<file path="src/rtl/dvp_frame_tx.sv">
// OV7725-style DVP transmitter: streams RGB565 frames as VSYNC/HREF-framed bytes,
// sourced from a frame-buffer read port or an internal colour-bar generator.
module dvp_frame_tx #(
  parameter int H_ACTIVE    = 320,
  parameter int V_ACTIVE    = 240,
  parameter int H_BLANK     = 144,
  parameter int VSYNC_LINES = 3,
  parameter int V_BACK      = 17,
  parameter int V_FRONT     = 10,
  parameter int ADDR_W      = 17
) (
  input  logic              pclk,
  input  logic              iRST_N,
  input  logic              enable,
  input  logic              pattern_en,
  output logic [ADDR_W-1:0] frame_addr,
  input  logic [15:0]       frame_pixel,
  output logic              vsync,
  output logic              href,
  output logic [7:0]        d,
  output logic              busy,
  output logic              frame_done
);

  localparam int LINE_LEN = 2 * H_ACTIVE + H_BLANK;
  localparam int HW       = $clog2(LINE_LEN);
  localparam int LW       = $clog2(VSYNC_LINES + V_BACK + V_ACTIVE + V_FRONT + 1);

  localparam logic [HW-1:0]     H_LAST    = HW'(LINE_LEN - 1);
  localparam logic [HW-1:0]     HREF_END  = HW'(2 * H_ACTIVE);
  localparam logic [HW-1:0]     FETCH_END = HW'(2 * H_ACTIVE - 2);
  localparam logic [HW-1:0]     H_ONE     = HW'(1);
  localparam logic [LW-1:0]     L_ONE     = LW'(1);
  localparam logic [ADDR_W-1:0] A_ONE     = ADDR_W'(1);
  localparam logic [ADDR_W-1:0] ADDR_LAST = ADDR_W'(H_ACTIVE * V_ACTIVE - 1);

  typedef enum logic [2:0] {
    ST_IDLE   = 3'd0,
    ST_VSYNC  = 3'd1,
    ST_VBACK  = 3'd2,
    ST_ACTIVE = 3'd3,
    ST_VFRONT = 3'd4
  } state_t;

  state_t            state_r, state_nx_s, after_s;
  logic [HW-1:0]     hcnt_r, hcnt_nx_s;
  logic [LW-1:0]     lcnt_r, lcnt_nx_s;
  logic              pattern_r;
  logic [15:0]       pix_r, pix_src_s;
  logic              href_nx_s, step_s;
  logic [ADDR_W-1:0] addr_nx_s;

  function automatic logic [LW-1:0] last_line(input state_t st);
    case (st)
      ST_VSYNC:  last_line = LW'(VSYNC_LINES - 1);
      ST_VBACK:  last_line = LW'(V_BACK - 1);
      ST_ACTIVE: last_line = LW'(V_ACTIVE - 1);
      ST_VFRONT: last_line = LW'(V_FRONT - 1);
      default:   last_line = {LW{1'b0}};
    endcase
  endfunction

  // Last cycle of a frame; with no front porch the frame ends on the last active line.
  function automatic logic frame_last(input state_t st, input logic [LW-1:0] l,
                                      input logic [HW-1:0] h);
    frame_last = 1'b0;
    if (h == H_LAST && l == last_line(st)) begin
      case (st)
        ST_VFRONT: frame_last = 1'b1;
        ST_ACTIVE: frame_last = (V_FRONT == 0);
        default:   frame_last = 1'b0;
      endcase
    end
  endfunction

  function automatic logic [15:0] bar_color(input logic [HW-2:0] col);
    logic [2:0] idx;
    idx = 3'((32'(col) * 32'd8) / H_ACTIVE);
    case (idx)
      3'd0:    bar_color = 16'hFFFF;
      3'd1:    bar_color = 16'hFFE0;
      3'd2:    bar_color = 16'h07FF;
      3'd3:    bar_color = 16'h07E0;
      3'd4:    bar_color = 16'hF81F;
      3'd5:    bar_color = 16'hF800;
      3'd6:    bar_color = 16'h001F;
      default: bar_color = 16'h0000;
    endcase
  endfunction

  // Successor state once the current state has run all its lines; empty porches are skipped.
  always_comb begin
    after_s = ST_IDLE;
    case (state_r)
      ST_VSYNC:  after_s = (V_BACK != 0) ? ST_VBACK : ST_ACTIVE;
      ST_VBACK:  after_s = ST_ACTIVE;
      ST_ACTIVE: after_s = (V_FRONT != 0) ? ST_VFRONT : (enable ? ST_VSYNC : ST_IDLE);
      ST_VFRONT: after_s = enable ? ST_VSYNC : ST_IDLE;
      default:   after_s = ST_IDLE;
    endcase
  end

  // Next raster position (state, line, column).
  always_comb begin
    state_nx_s = state_r;
    hcnt_nx_s  = hcnt_r;
    lcnt_nx_s  = lcnt_r;
    if (state_r == ST_IDLE) begin
      hcnt_nx_s = {HW{1'b0}};
      lcnt_nx_s = {LW{1'b0}};
      if (enable) begin
        state_nx_s = ST_VSYNC;
      end else begin
        state_nx_s = ST_IDLE;
      end
    end else if (hcnt_r == H_LAST) begin
      hcnt_nx_s = {HW{1'b0}};
      if (lcnt_r == last_line(state_r)) begin
        lcnt_nx_s  = {LW{1'b0}};
        state_nx_s = after_s;
      end else begin
        lcnt_nx_s = lcnt_r + L_ONE;
      end
    end else begin
      hcnt_nx_s = hcnt_r + H_ONE;
    end
  end

  // Outputs are loaded from the next position so vsync/href/d leave the same edge together.
  // Pixel c is addressed in cycles 2c-2..2c-1, its data sampled at the end of 2c-1.
  always_comb begin
    href_nx_s = (state_nx_s == ST_ACTIVE) && (hcnt_nx_s < HREF_END);
    if (pattern_r) begin
      pix_src_s = bar_color(hcnt_nx_s[HW-1:1]);
    end else begin
      pix_src_s = frame_pixel;
    end
    step_s = ((state_r == ST_ACTIVE) && hcnt_r[0] && (hcnt_r < FETCH_END)) ||
             ((hcnt_r == H_LAST) && (state_nx_s == ST_ACTIVE));
    if (step_s && (frame_addr != ADDR_LAST)) begin
      addr_nx_s = frame_addr + A_ONE;
    end else if (state_r == ST_ACTIVE) begin
      addr_nx_s = frame_addr;
    end else begin
      addr_nx_s = {ADDR_W{1'b0}};
    end
  end

  // Raster state, pixel pipeline and registered outputs.
  always_ff @(posedge pclk or negedge iRST_N) begin
    if (!iRST_N) begin
      state_r    <= ST_IDLE;
      hcnt_r     <= {HW{1'b0}};
      lcnt_r     <= {LW{1'b0}};
      pattern_r  <= 1'b0;
      pix_r      <= 16'h0000;
      frame_addr <= {ADDR_W{1'b0}};
      vsync      <= 1'b0;
      href       <= 1'b0;
      d          <= 8'h00;
      busy       <= 1'b0;
      frame_done <= 1'b0;
    end else begin
      state_r    <= state_nx_s;
      hcnt_r     <= hcnt_nx_s;
      lcnt_r     <= lcnt_nx_s;
      frame_addr <= addr_nx_s;
      if (state_nx_s == ST_VSYNC && state_r != ST_VSYNC) begin
        pattern_r <= pattern_en;
      end
      if (href_nx_s && !hcnt_nx_s[0]) begin
        pix_r <= pix_src_s;
        d     <= pix_src_s[15:8];
      end else if (href_nx_s) begin
        d <= pix_r[7:0];
      end else begin
        d <= 8'h00;
      end
      vsync      <= (state_nx_s == ST_VSYNC);
      href       <= href_nx_s;
      busy       <= (state_nx_s != ST_IDLE);
      frame_done <= frame_last(state_nx_s, lcnt_nx_s, hcnt_nx_s);
    end
  end

endmodule
</file>
<file path="config.mk">
export PLATFORM = sky130hd
export DESIGN_NAME = dvp_frame_tx
export DESIGN_NICKNAME = d
export VERILOG_FILES = /design/src/rtl/dvp_frame_tx.sv
export SDC_FILE = /design/constraint.sdc
export NUM_CORES = 1
export LEC_CHECK = 0
export CAP_MARGIN = 40
export CORE_MARGIN = 2
export CORE_UTILIZATION = 45
export CTS_BUF_LIST = sky130_fd_sc_hd__clkbuf_2 sky130_fd_sc_hd__clkbuf_4 sky130_fd_sc_hd__clkbuf_8
export CTS_CLUSTER_DIAMETER = 100
export DETAILED_ROUTE_END_ITERATION = 12
export PLACE_DENSITY_LB_ADDON = 0.08
export RECOVER_POWER = 25
export SYNTH_ARGS = -nofsm -noshare
export SYNTH_HDL_FRONTEND = slang
export SYNTH_SLANG_ARGS = --single-unit
export TNS_END_PERCENT = 10
</file>
<file path="constraint.sdc">
create_clock -name pclk -period 4.7 [get_ports pclk]
set_input_delay 0.94 -clock pclk [delete_from_list [all_inputs] [get_ports pclk]]
set_output_delay 0.94 -clock pclk [all_outputs]
set_load 0.005 [all_outputs]
</file>
* Yosys cells after proc, flatten, opt, wreduce, memory -nomap -nowiden *
Cells that the tools add are included.

word-level totals
  logic and storage cells = 73
  register bits after elaboration = 60

operators by class
  div/mod/pow operators = 1
  add/sub/neg operators = 3
  eq/ne operators = 21
  $lt $le $gt $ge = 2
  reductions and logical operators = 13
  mux-type cells = 22

operator list
  operator                                                                  number
  16-bit one-hot mux with 7 select lines                                    1
  8-bit one-hot mux with 4 select lines                                     2
  9-bit 2-to-1 mux                                                          5
  17-bit 2-to-1 mux                                                         2
  12-bit by 9-bit divider with 32-bit output (second input constant)        1
  10-bit equality test (second input constant)                              2
  10-bit less-than comparator (second input constant)                       2
  10-bit 2-to-1 mux                                                         2
  3-bit by 2-bit equality test with 1-bit output (second input constant)    6
  9-bit equality test                                                       2
  17-bit by 1-bit adder with 17-bit output (second input constant)          1
  17-bit inequality test (second input constant)                            1
  16-bit 2-to-1 mux                                                         1
  8-bit 2-to-1 mux                                                          2
  3-bit equality test (second input constant)                               5
  3-bit one-hot mux with 4 select lines                                     1
  10-bit by 1-bit adder with 10-bit output (second input constant)          1
  9-bit by 1-bit adder with 9-bit output (second input constant)            1
  3-bit by 1-bit equality test with 1-bit output (second input constant)    3
  3-bit 2-to-1 mux                                                          3
  1-bit logical AND                                                         8
  3-bit zero test                                                           2
  1-bit 2-to-1 mux                                                          3
  3-bit by 1-bit inequality test with 1-bit output (second input constant)  1
  other kinds (4)                                                           4

* Depth between registers and ports, before layout *
Gate-level depths: netlist of run 1.

  depth after elaboration = 13
  mapped depth = 15
  depth with buffers taken out = 14

* Worst setup path before layout of run 1 *
Ideal clock, no wire load.

  path type = reg-to-reg
  start = register hcnt_r[4]
  end = register pix_r[0]
  period minus slack after synthesis = 3,389 ps
  required time = 4,617 ps
  data arrival time = 3,307 ps
  stages on the path, launching flop included = 16
  path slack = 1,311 ps
  cell sequence = dfrtp_1 > buf_2 > or4_1 > buf_2 > o211ai_1 > a31oi_1 > nor2_1 > inv_1 > ha_1 > nor2_1 > o211ai_1 > a211oi_2 > mux2i_1 > mux2_2 > a211o_1 > o21ai_0

between the ends
  cells in the longest elaborated chain, start to end = 7
  elaborated cells on any way between the ends = 21
  classes of those cells = add/sub: 1; div: 1; order compare: 1; eq/ne: 8; mux: 6; reduce/logical: 4

RTL lines
  element                                                                                  RTL line  text
  start, declared                                                                          46        logic [HW-1:0] hcnt_r, hcnt_nx_s;
  start signal, assigned                                                                   153       hcnt_r <= {HW{1'b0}};
  start signal, assigned                                                                   165       hcnt_r <= hcnt_nx_s;
  10-bit by 1-bit adder with 10-bit output / 10-bit equality test (equally long branches)  125, 116
  10-bit 2-to-1 mux (*)                                                                    116       end else if (hcnt_r == H_LAST) begin
  10-bit 2-to-1 mux (*)                                                                    108       if (state_r == ST_IDLE) begin
  via hcnt_nx_s[8]                                                                         46
  12-bit by 9-bit divider with 32-bit output                                               78        idx = 3'((32'(col) * 32'd8) / H_ACTIVE);
  3-bit equality test, or another cell as far along                                        79        case (idx)
  16-bit one-hot mux with 7 select lines                                                   79
  16-bit 2-to-1 mux                                                                        133       if (pattern_r) begin
  end signal, assigned                                                                     172       pix_r <= pix_src_s;
  end, declared                                                                            49        logic [15:0] pix_r, pix_src_s;

Mark *: on every way through the listed nets, which the timed path passes. The rest lies on a longest branch.
A chain may end at the register's enable or synchronous reset.

* Worst setup path after layout of run 1 *
  start = register hcnt_r[0]
  end = register pix_r[0]

The elaborated chain is that of the path after synthesis.

==> key figures, run 1 <==
Run status
  • Outcome: finished, violations left
  • Failing checks: max-capacitance violations, max-slew violations

Final layout
  • Antenna cells: 0
  • Final Util: 56.6%
  • Layout cells sized above 1: 6.77%
  • Commonest non-fill, non-tap cell in the layout: dfrtp_1
  • Area Overhead vs Synth: 20.8%
  • Final Non-Filler Cells: 575
  • Nets@finish: 492
  • Commonest non-fill, non-tap cells in the layout: dfrtp_1, nor2_1, clkdlybuf4s50_1

Die
  • # IOs: 49
  • Row count: 32
  • Die Wd: 93.9 um
  • Chip height: 93.9 um
  • Starting Density: 46.9%
  • Core area: 7770 um2
  • Total die area: 8820 um2

Timing
  • Finish-stage setup viols: 0
  • Final Skew: 0.00985 ns
  • Slew Limit Fails: 37
  • Final TNS setup: 0 ns
  • RSZ-0062 raised after global routing: no
  • Worst Max-Slew Pin Slew: 1.99 ns
  • Final Critical Period: 3.92 ns
  • Final Hold Vio Count: 0
  • Slew HR: -32.6%
  • Tcrit/Tclk final: 83.5%
  • Max frequency: 255 MHz

Clock tree
  • Setup Fix Bufs, Post-CTS: 0
  • Root Buffer Master: clkbuf_8
  • Clk sink count: 60
  • Num CTS Buffers: 9
  • Clk_lat worst skew: 0.34 ns
  • Clock buffer depth: 2
  • Clock Pin Slew Worst Setup and Hold Paths: 0.07 ns
  • CTS-repair resized insts: 0
  • CTS Hold Bufs: 0
  • CTS tree: yes
  • H-tree depth: 3

Logic synthesis
  • Synthesized area per cell: 8.52 um2
  • Post-Syn Area: 3640 um2
  • Post-synth top flop: dfrtp_1
  • Async S/R FF share, synth: 100%
  • Synth Register Bits: 60
  • Sequential-to-total area share from yosys stat: 41.3%
  • Synthesized Nets: 451
  • Distinct cells, synth: 60
  • Syn. warnings: 0
  • Post-synth EDFFs: 0
  • Gate Count Post-Synth: 427

Detailed routing
  • Pre-antenna DRT Iters: 5
  • Detail Route Antenna Nets: 0
  • DRC: 0
  • WL per Instance: 15.7 um
  • Total Wirelength: 9020 um
  • Drt first-iter violations: 198
  • DR vias: 3298
  • Vias per Instance: 5.74

Setup path
  • Crit Path Class: flop to flop
  • Crit Path Max Fanout: 9
  • Worst EP required: 4.96 ns
  • Startpoint types: flop
  • Endpoint type of the worst setup path: flop
  • Worst Path Arrival: 4.18 ns

Placement
  • Port buffer count: 48
  • Gp weighted congestion: 0.847
  • DP Wirelength: 6280 um
  • Post-Place Cells: 559

Pwr
  • P_leak: 0.00186 uW
  • Clk pwr share: 38.6%
  • Pwr Density: 304 nW/um2
  • Net Sw Frac: 30.6%
  • Internal power: 927 uW
  • Combinational power share: 16.9%
  • Power, Total: 1340 uW
  • P_sw: 409 uW
  • Peak VDD IR: 0.208 mV
  • Sequential Power Share: 44.5%

Global route
  • Vias in the first global route: 2922
  • Initial antenna violation count: 0
  • First-pass GRT wire length: 15000 um
  • Largest net degree at the start of global routing: 37
  • Global Route Usage Sum: 21.6%
  • Total global routing overflow: 0

Hold path
  • Worst hold path type: flop to flop

Flow run
  • MaxCap Viol Count: 1
kinds of logic (layout without fill, tap and decap cells):
group	Yosys count	after routing	share of synthesized area, %
adder cells (fa/ha/maj)	4	4	1.38
AO/OA/AOI/OAI	120	120	21.6
multiplexers	5	5	1.48
XOR/XNOR	12	12	2.89
buffers and inverters	34	80	3.85
AND/OR/NAND/NOR	192	192	27.6
flip-flops	60	60	41.3
power groups by stage:
stage	Clock [uW]	Combinational, uW	Sequential [uW]
after global placement	0	225	601
after floorplan	0	191	570
after global routing	548	255	600
final	515	226	595
after CTS	525	228	593
after detailed placement	0	226	603
synth_stat cells (3+ instances only):
| cell type | n | share of area (%) |
|---|---|---|
| nand2_1 | 34 | 3.5 |
| a211o_1 | 3 | 0.72 |
| and3_1 | 15 | 2.6 |
| ha_1 | 4 | 1.4 |
| nor2b_1 | 12 | 2.1 |
| nor3_1 | 7 | 0.96 |
| a211oi_1 | 4 | 0.83 |
| inv_1 | 10 | 1.0 |
| or4_1 | 5 | 1.0 |
| o21ai_0 | 37 | 5.1 |
| nand4_1 | 6 | 1.0 |
| or3_1 | 8 | 1.4 |
| nor4_1 | 4 | 0.69 |
| nor3b_1 | 5 | 1.0 |
| a21boi_0 | 3 | 0.62 |
| a21oi_1 | 27 | 3.7 |
| dfrtp_1 | 60 | 41 |
| and2_1 | 5 | 0.86 |
| mux2_2 | 3 | 0.93 |
| a31oi_1 | 3 | 0.52 |
| clkbuf_1 | 18 | 1.9 |
| xnor2_1 | 4 | 0.96 |
| o31ai_1 | 9 | 1.9 |
| nor2_1 | 49 | 5.1 |
| xor2_1 | 8 | 1.9 |
| nand3_1 | 19 | 2.6 |
| o211ai_1 | 4 | 0.83 |
| nand2b_1 | 10 | 1.7 |
| buf_2 | 3 | 0.41 |
| o31a_1 | 5 | 1.2 |
state kept, by name, summed over array words and instances, names as in the netlist:
signal	cells
pix_r	8
lcnt_r	9
frame_addr	17
busy	1
state_r	3
d	8
pattern_r	1
vsync	1
hcnt_r	10
frame_done	1
href	1
path summary, 6_finish.rpt:
path,cells after the start,slack (ns),end,startpoint
setup / recovery,14,0.78,pix_r[0],hcnt_r[0]
min in group asynchronous,1,0.90,frame_addr[4],iRST_N
setup reg to reg,14,0.78,pix_r[0],hcnt_r[0]
hold reg to reg,2,0.49,pix_r[7],pix_r[7]
max in group asynchronous,2,1.31,frame_addr[16],iRST_N
hold / removal,2,0.49,pix_r[7],pix_r[7]
critical path, cell delays in order (launching register included):
cell and delay, ns:
dfrtp_1 0.45, ha_1 0.31, nand3_2 0.22, or3_1 0.42, a31oi_1 0.43, nor2_1 0.12, inv_1 0.09, ha_1 0.24
nor2_1 0.13, o211ai_1 0.16, a211oi_2 0.42, mux2i_1 0.13, mux2_2 0.28, a211o_1 0.32, o21ai_0 0.10
metal layers:
metal	global-route usage, %	vias to the layer above	routed length, um
met1	32.8	1571	4390
met5	0	-	0
met4	7.85	0	159
met2	30.4	90	3930
li1	-	1624	-
met3	4.25	13	534
per-stage QoR:
stage | hold slack [ns] | cell area [um2] | setup WS, ns
final | 0.486 | 4400 | 0.777
after global routing | 0.527 | 4400 | 0.414
after CTS | 0.490 | 4400 | 0.841
after detailed placement | 0.474 | 4190 | 0.870
after global placement | 0.467 | 4170 | 1.01
after floorplan | 0.451 | 3640 | 1.31
area by class of cell:
cell class / instances / area, um2
Tap cell: 102 / 128
Clock inverter: 7 / 91.3
Fill cell: 756 / 3370
Sequential cell: 60 / 1500
Inverter: 11 / 41.3
Multi-Input combinational cell: 333 / 2000
Clock buffer: 9 / 124
Timing Repair Buffer: 53 / 508
Note: power is estimated with default switching activity, not from simulation.
==> inputs of run 2 (changes only) <==
- clock period: 4.7 -> 3.78 ns (I/O delays scaled with it)
==> key figures, run 2 (synthesis results as in run 1) <==
Detailed routing
  • Drt first-iter violations: 123 (was 198)
  • Vias per Instance: 5.72 (was 5.74)
  • DRC: 0 (unchanged)
  • WL per Instance: 15.7 um (about the same)
  • Total Wirelength: 9120 um (was 9020 um)
  • DR vias: 3326 (was 3298)
  • Detail Route Antenna Nets: 0 (unchanged)
  • Pre-antenna DRT Iters: 4 (was 5)

Global route
  • Global Route Usage Sum: 22.0% (was 21.6%)
  • Initial antenna violation count: 0 (unchanged)
  • Total global routing overflow: 0 (unchanged)
  • Largest net degree at the start of global routing: 33 (was 37)
  • First-pass GRT wire length: 15200 um (was 15000 um)
  • Vias in the first global route: 3086 (was 2922)

Clock tree
  • Clock Pin Slew Worst Setup and Hold Paths: 0.07 ns (about the same)
  • Num CTS Buffers: 9 (unchanged)
  • CTS Hold Bufs: 0 (unchanged)
  • Clk_lat worst skew: 0.35 ns (was 0.34 ns)
  • Clock buffer depth: 2 (unchanged)
  • H-tree depth: 3 (unchanged)
  • Setup Fix Bufs, Post-CTS: 0 (unchanged)
  • CTS-repair resized insts: 0 (unchanged)
  • Root Buffer Master: clkbuf_8 (unchanged)
  • Clk sink count: 60 (unchanged)
  • CTS tree: yes (unchanged)

Final layout
  • Top flop regs: frame_addr: 17 flops, hcnt_r: 10 flops, lcnt_r: 9 flops (unchanged)
  • Number of flip-flops in the largest register: 17 (unchanged)
  • Fill cells: 695 (was 756)
  • Antenna cells: 0 (unchanged)
  • Commonest non-fill, non-tap cell in the layout: dfrtp_1 (unchanged)
  • Nets@finish: 498 (was 492)
  • Layout cells sized above 1: 9.81% (was 6.77%)
  • Reg with most FFs: frame_addr (unchanged)
  • Commonest non-fill, non-tap cells in the layout: dfrtp_1, nor2_1, clkdlybuf4s50_1 (unchanged)
  • Area Overhead vs Synth: 22.1% (was 20.8%)

Timing
  • Final Hold Vio Count: 0 (unchanged)
  • Max frequency: 282 MHz (was 255 MHz)
  • Final Critical Period: 3.54 ns (was 3.92 ns)
  • Tcrit/Tclk final: 93.7% (was 83.5%)
  • Slew Limit Fails: 30 (was 37)
  • RSZ-0062 raised after global routing: no (unchanged)
  • Final TNS setup: 0 ns (unchanged)
  • Finish-stage setup viols: 0 (unchanged)
  • Final Skew: 0.00900 ns (was 0.00985 ns)
  • Worst Max-Slew Pin Slew: 1.61 ns (was 1.99 ns)
  • Setup ws final: 0.239 ns (was 0.777 ns)
  • Slew HR: -7.16% (was -32.6%)

Pwr
  • Power, Total: 1640 uW (was 1340 uW)
  • Peak VDD IR: 0.417 mV (was 0.208 mV)
  • Pwr Density: 370 nW/um2 (was 304 nW/um2)
  • P_leak: 0.00187 uW (was 0.00186 uW)

Die
  • Total die area: 8820 um2 (unchanged)
  • Core area: 7770 um2 (unchanged)
  • # IOs: 49 (unchanged)
  • Die Wd: 93.9 um (unchanged)
  • Starting Density: 46.9% (unchanged)
  • Chip height: 93.9 um (unchanged)
  • Row count: 32 (unchanged)

Placement
  • Worst slack, placed: 0.0480 ns (was 0.870 ns)
  • Gp weighted congestion: 0.925 (was 0.847)
  • DP Wirelength: 6520 um (was 6280 um)
  • Port buffer count: 48 (unchanged)

Setup path
  • Largest stage delay on the critical path: 0.60 ns (was 0.45 ns)
  • Endpoint type of the worst setup path: flop (unchanged)
  • Crit Path Max Fanout: 7 (was 9)
  • CP max-delay cell: or4_4 (was dfrtp_1)
  • Bufs and invs on worst path: 1 (unchanged)
  • Worst Path Arrival: 3.81 ns (was 4.18 ns)
  • Startpoint types: flop (unchanged)
  • Worst EP required: 4.04 ns (was 4.96 ns)
  • CP Cell Sequence: or4_4 > o211ai_1 > a31oi_1 > nor2_1 > inv_1 > ha_1 > nor2_1 > o211ai_1 > a211oi_2 > mux2i_1 > mux2_2 > a211o_1 > o21ai_0 (was ha_1 > nand3_2 > or3_1 > a31oi_1 > nor2_1 > inv_1 > ha_1 > nor2_1 > o211ai_1 > a211oi_2 > mux2i_1 > mux2_2 > a211o_1 > o21ai_0)
  • CP delay by family, top: compound AO/OA/AOI/OAI gates (unchanged)
  • Crit Path Class: flop to flop (unchanged)

Run status
  • Outcome: finished, violations left (unchanged)
  • Failing checks: max-capacitance violations, max-slew violations (unchanged)

Flow run
  • MaxCap Viol Count: 1 (unchanged)

Hold path
  • Worst hold path type: flop to flop (unchanged)
==> run 2: changes by cell type in the layout (fill, tap and decap cells not counted), sizes merged <==
cell	change
buf	+7
bufinv	-1
clkinvlp	+3
clkinv	-3
==> run 2: where the power goes <==
part | switching, uW | internal [uW]
clock network | 272 | 310
registers | 56.2 | 677
logic | 195 | 133
==> run 2: final timing paths <==
check / startpoint / end / slack, ns / cells past startpoint
setup / recovery: hcnt_r[5] / pix_r[0] / 0.24 / 13
hold / removal: pix_r[5] / pix_r[5] / 0.50 / 2
setup reg to reg: hcnt_r[5] / pix_r[0] / 0.24 / 13
hold reg to reg: pix_r[5] / pix_r[5] / 0.50 / 2
max in group asynchronous: iRST_N / hcnt_r[5] / 1.37 / 2
min in group asynchronous: iRST_N / frame_addr[3] / 0.79 / 1
==> run 2: final cells by class <==
type	count	area (um2)	area share, %
Clock buffer	10	131	2.96
Clock inverter	6	65.1	1.46
Inverter	11	41.3	0.929
Multi-Input combinational cell	333	2020	45.4
Sequential cell	60	1510	33.9
Tap cell	102	128	2.87
Timing Repair Buffer	59	554	12.5
==> run 2: tightest hold or removal path: cells and delay by family, from the launching register on <==
family,cells,cell delay (ns)
AOI/OAI and AO/OA,1,0.07
DFF,1,0.34
and+or+nand+nor,1,0.04
==> run 2: metrics by stage <==
step | std cells | hold WS, ns | cell area [um2] | util (%)
global placement | 565 | 0.475 | 4230 | 54.5
detailed placement | 565 | 0.478 | 4230 | 54.5
finish | 581 | 0.496 | 4440 | 57.2
global route | 581 | 0.536 | 4440 | 57.2
CTS | 581 | 0.452 | 4430 | 57.0
floorplan | 427 | 0.451 | 3640 | -
==> run 2: routing by layer <==
| layer | part of all wire [%] | vias up | routed length (um) | track usage, % |
|---|---|---|---|---|
| li1 | - | 1653 | - | - |
| met1 | 47 | 1573 | 4280 | 30.9 |
| met2 | 46 | 89 | 4220 | 34.0 |
| met3 | 5.3 | 11 | 484 | 4.25 |
| met4 | 1.5 | 0 | 135 | 7.73 |
| met5 | 0 | - | 0 | 0 |
==> inputs of run 3 (changes only) <==
- HOLD_SLACK_MARGIN: default -> 0.02
==> results of run 3 <==
Same layout as run 2: the final DEF is identical, and so are final timing and power.
==> variant (flow settings as in run 3) <==
The parameter `V_FRONT` goes from 10 to 20.
--- a/src/rtl/dvp_frame_tx.sv
+++ b/src/rtl/dvp_frame_tx.sv
@@ -7,5 +7,5 @@
   parameter int VSYNC_LINES = 3,
   parameter int V_BACK      = 17,
-  parameter int V_FRONT     = 10,
+  parameter int V_FRONT     = 20,
   parameter int ADDR_W      = 17
 ) (
Check against the original RTL: same outputs for any inputs over 10 cycles, from zero or initial values and one cycle with iRST_N low; that may be too few to reach the edited logic, so the function may still have changed.
==> variant against run 3 <==
Wire length rose by 7.2%; first-iteration DRC count grew 1.6%; sequential cell count unchanged; critical endpoint is now d[7]; sequential share of layout area down 1.9 points; hold slack got worse by 0.015 ns; area after synthesis is 5.4% higher; final area grew 5.8%; setup slack got worse by 0.048 ns.
Power is not compared: it rests on default switching activity, and its combinational part moved more than twofold at a synthesized area within 25%.
==> variant: results (changes against run 3) <==
Status: finished, final reports clean
Synth area leaders: dfrtp_1 (39%), nor2_1 (5.4%), nand2_1 (4.8%)
Number of distinct library cells after synthesis: 64 (+6.7%)
Sequential share of cell area: 31.99% (-1.9 points)
Buffers, non-clock: 65 (+10%)
Worst Clk Skew: 0.005018 ns (-0.003977 ns)
Initial DRT Pass Iterations: 5 (+1)
Crit. Startpoint: hcnt_r[4]
R2R setup slack: 0.19 ns (-0.05 ns)
M1 WL: 4589 um (+7.2%)
Fillers: 765 (+10%)
Cell count after synthesis: 460 (+7.7%)
Hold crit path type: reg -> reg
DR WL met2: 4616 um (+9.4%)
Post-synthesis compound-gate area fraction: 22.17% (+0.58 points)
Non-clock buffer share: 12.67% (+0.19 points)
Largest net degree at the start of global routing: 26 (-21%)
Util after Layout: 56.92% (-0.28 points)
Fin nets: 536 (+7.6%)
Met3 Usage GRT: 4.072% (-0.18 points)
Critical path endpoint: d[7]
Headroom to the max-slew limit: 16.55% (+24 points)
GRT met2 Usage: 35.71% (+1.7 points)
Footprint of the multi-input gates: 2216 um2 (+9.8%)
WHS Endpoint: pix_r[4]
Total track usage: 22.20% (+0.18 points)
CP Max Fanout: 10 (+3)
WHS: 0.4815 ns (-0.01466 ns)
DP Area: 4488 um2 (+6.1%)
Placed Cells: 606 (+7.3%)
Synthesized area per cell: 8.342 um2 (-2.1%)
Hold path start: pix_r[4]
Synthesis-stage register bit count: 60 (unchanged)
Non-clock inverters: 14 (+3)
Vias in the first global route: 3388 (+9.8%)
Routed WL per cell: 15.72 um (+0.18%)
Multi-In Gates: 362 (+8.7%)
Met3 routed WL: 377 um (-22%)
Max Clock Freq: 278.6 MHz (-1.3%)
Initial DRC count: 125 (+1.6%)
Clock-cell share: 4.285% (-0.14 points)
Mux contribution to synthesized area: 1.076% (-0.40 points)
Commonest cells in the netlist: dfrtp_1 (60), nor2_1 (55), nand2_1 (49)
Vias: 3598 (+8.2%)
Place WS: 0.05480 ns (+0.006768 ns)
Routability cong.: 0.9384 (+1.4%)
Detailed Place HPWL: 7100 um (+8.9%)
Data arrival time of the critical path: 3.84 ns (+0.03 ns)
GRT met1 Usage: 29.69% (-1.2 points)
Vias/cell: 5.785 (+1.0%)
First-pass GRT wire length: 16090 um (+6.1%)
-- variant: cell count changes in the layout (fill, tap and decap cells not counted), sizes merged, moves of 4 or more --
cell     before  now
nand2        34   49
nand3        20   31
a211oi        5   13
nor2b        12    5
nor2         49   55
a21oi        28   23
buf          10   15
a2111oi       0    4
o21ai        39   35
o31a          5    1
xnor2         4    8
-- variant: where the power goes --
| group | total (uW) | switching (uW) | leakage [uW] | internal (uW) |
|---|---|---|---|---|
| sequential | 642 | 0 | 0.000765 | 642 |
| combinational | 37.5 | 18.3 | 0.00109 | 19.2 |
| clock | 590 | 269 | 0.0000983 | 321 |
| total | 1270 | 288 | 0.00195 | 982 |
-- variant: what timing repair did --
| item | 4_1_cts | 5_1_grt |
|---|---|---|
| gates resized for setup | 0 | 10 |
| hold buffers | 0 | 0 |
| setup buffers | 0 | 0 |
| endpoints found under the setup margin | 0 | 10 |
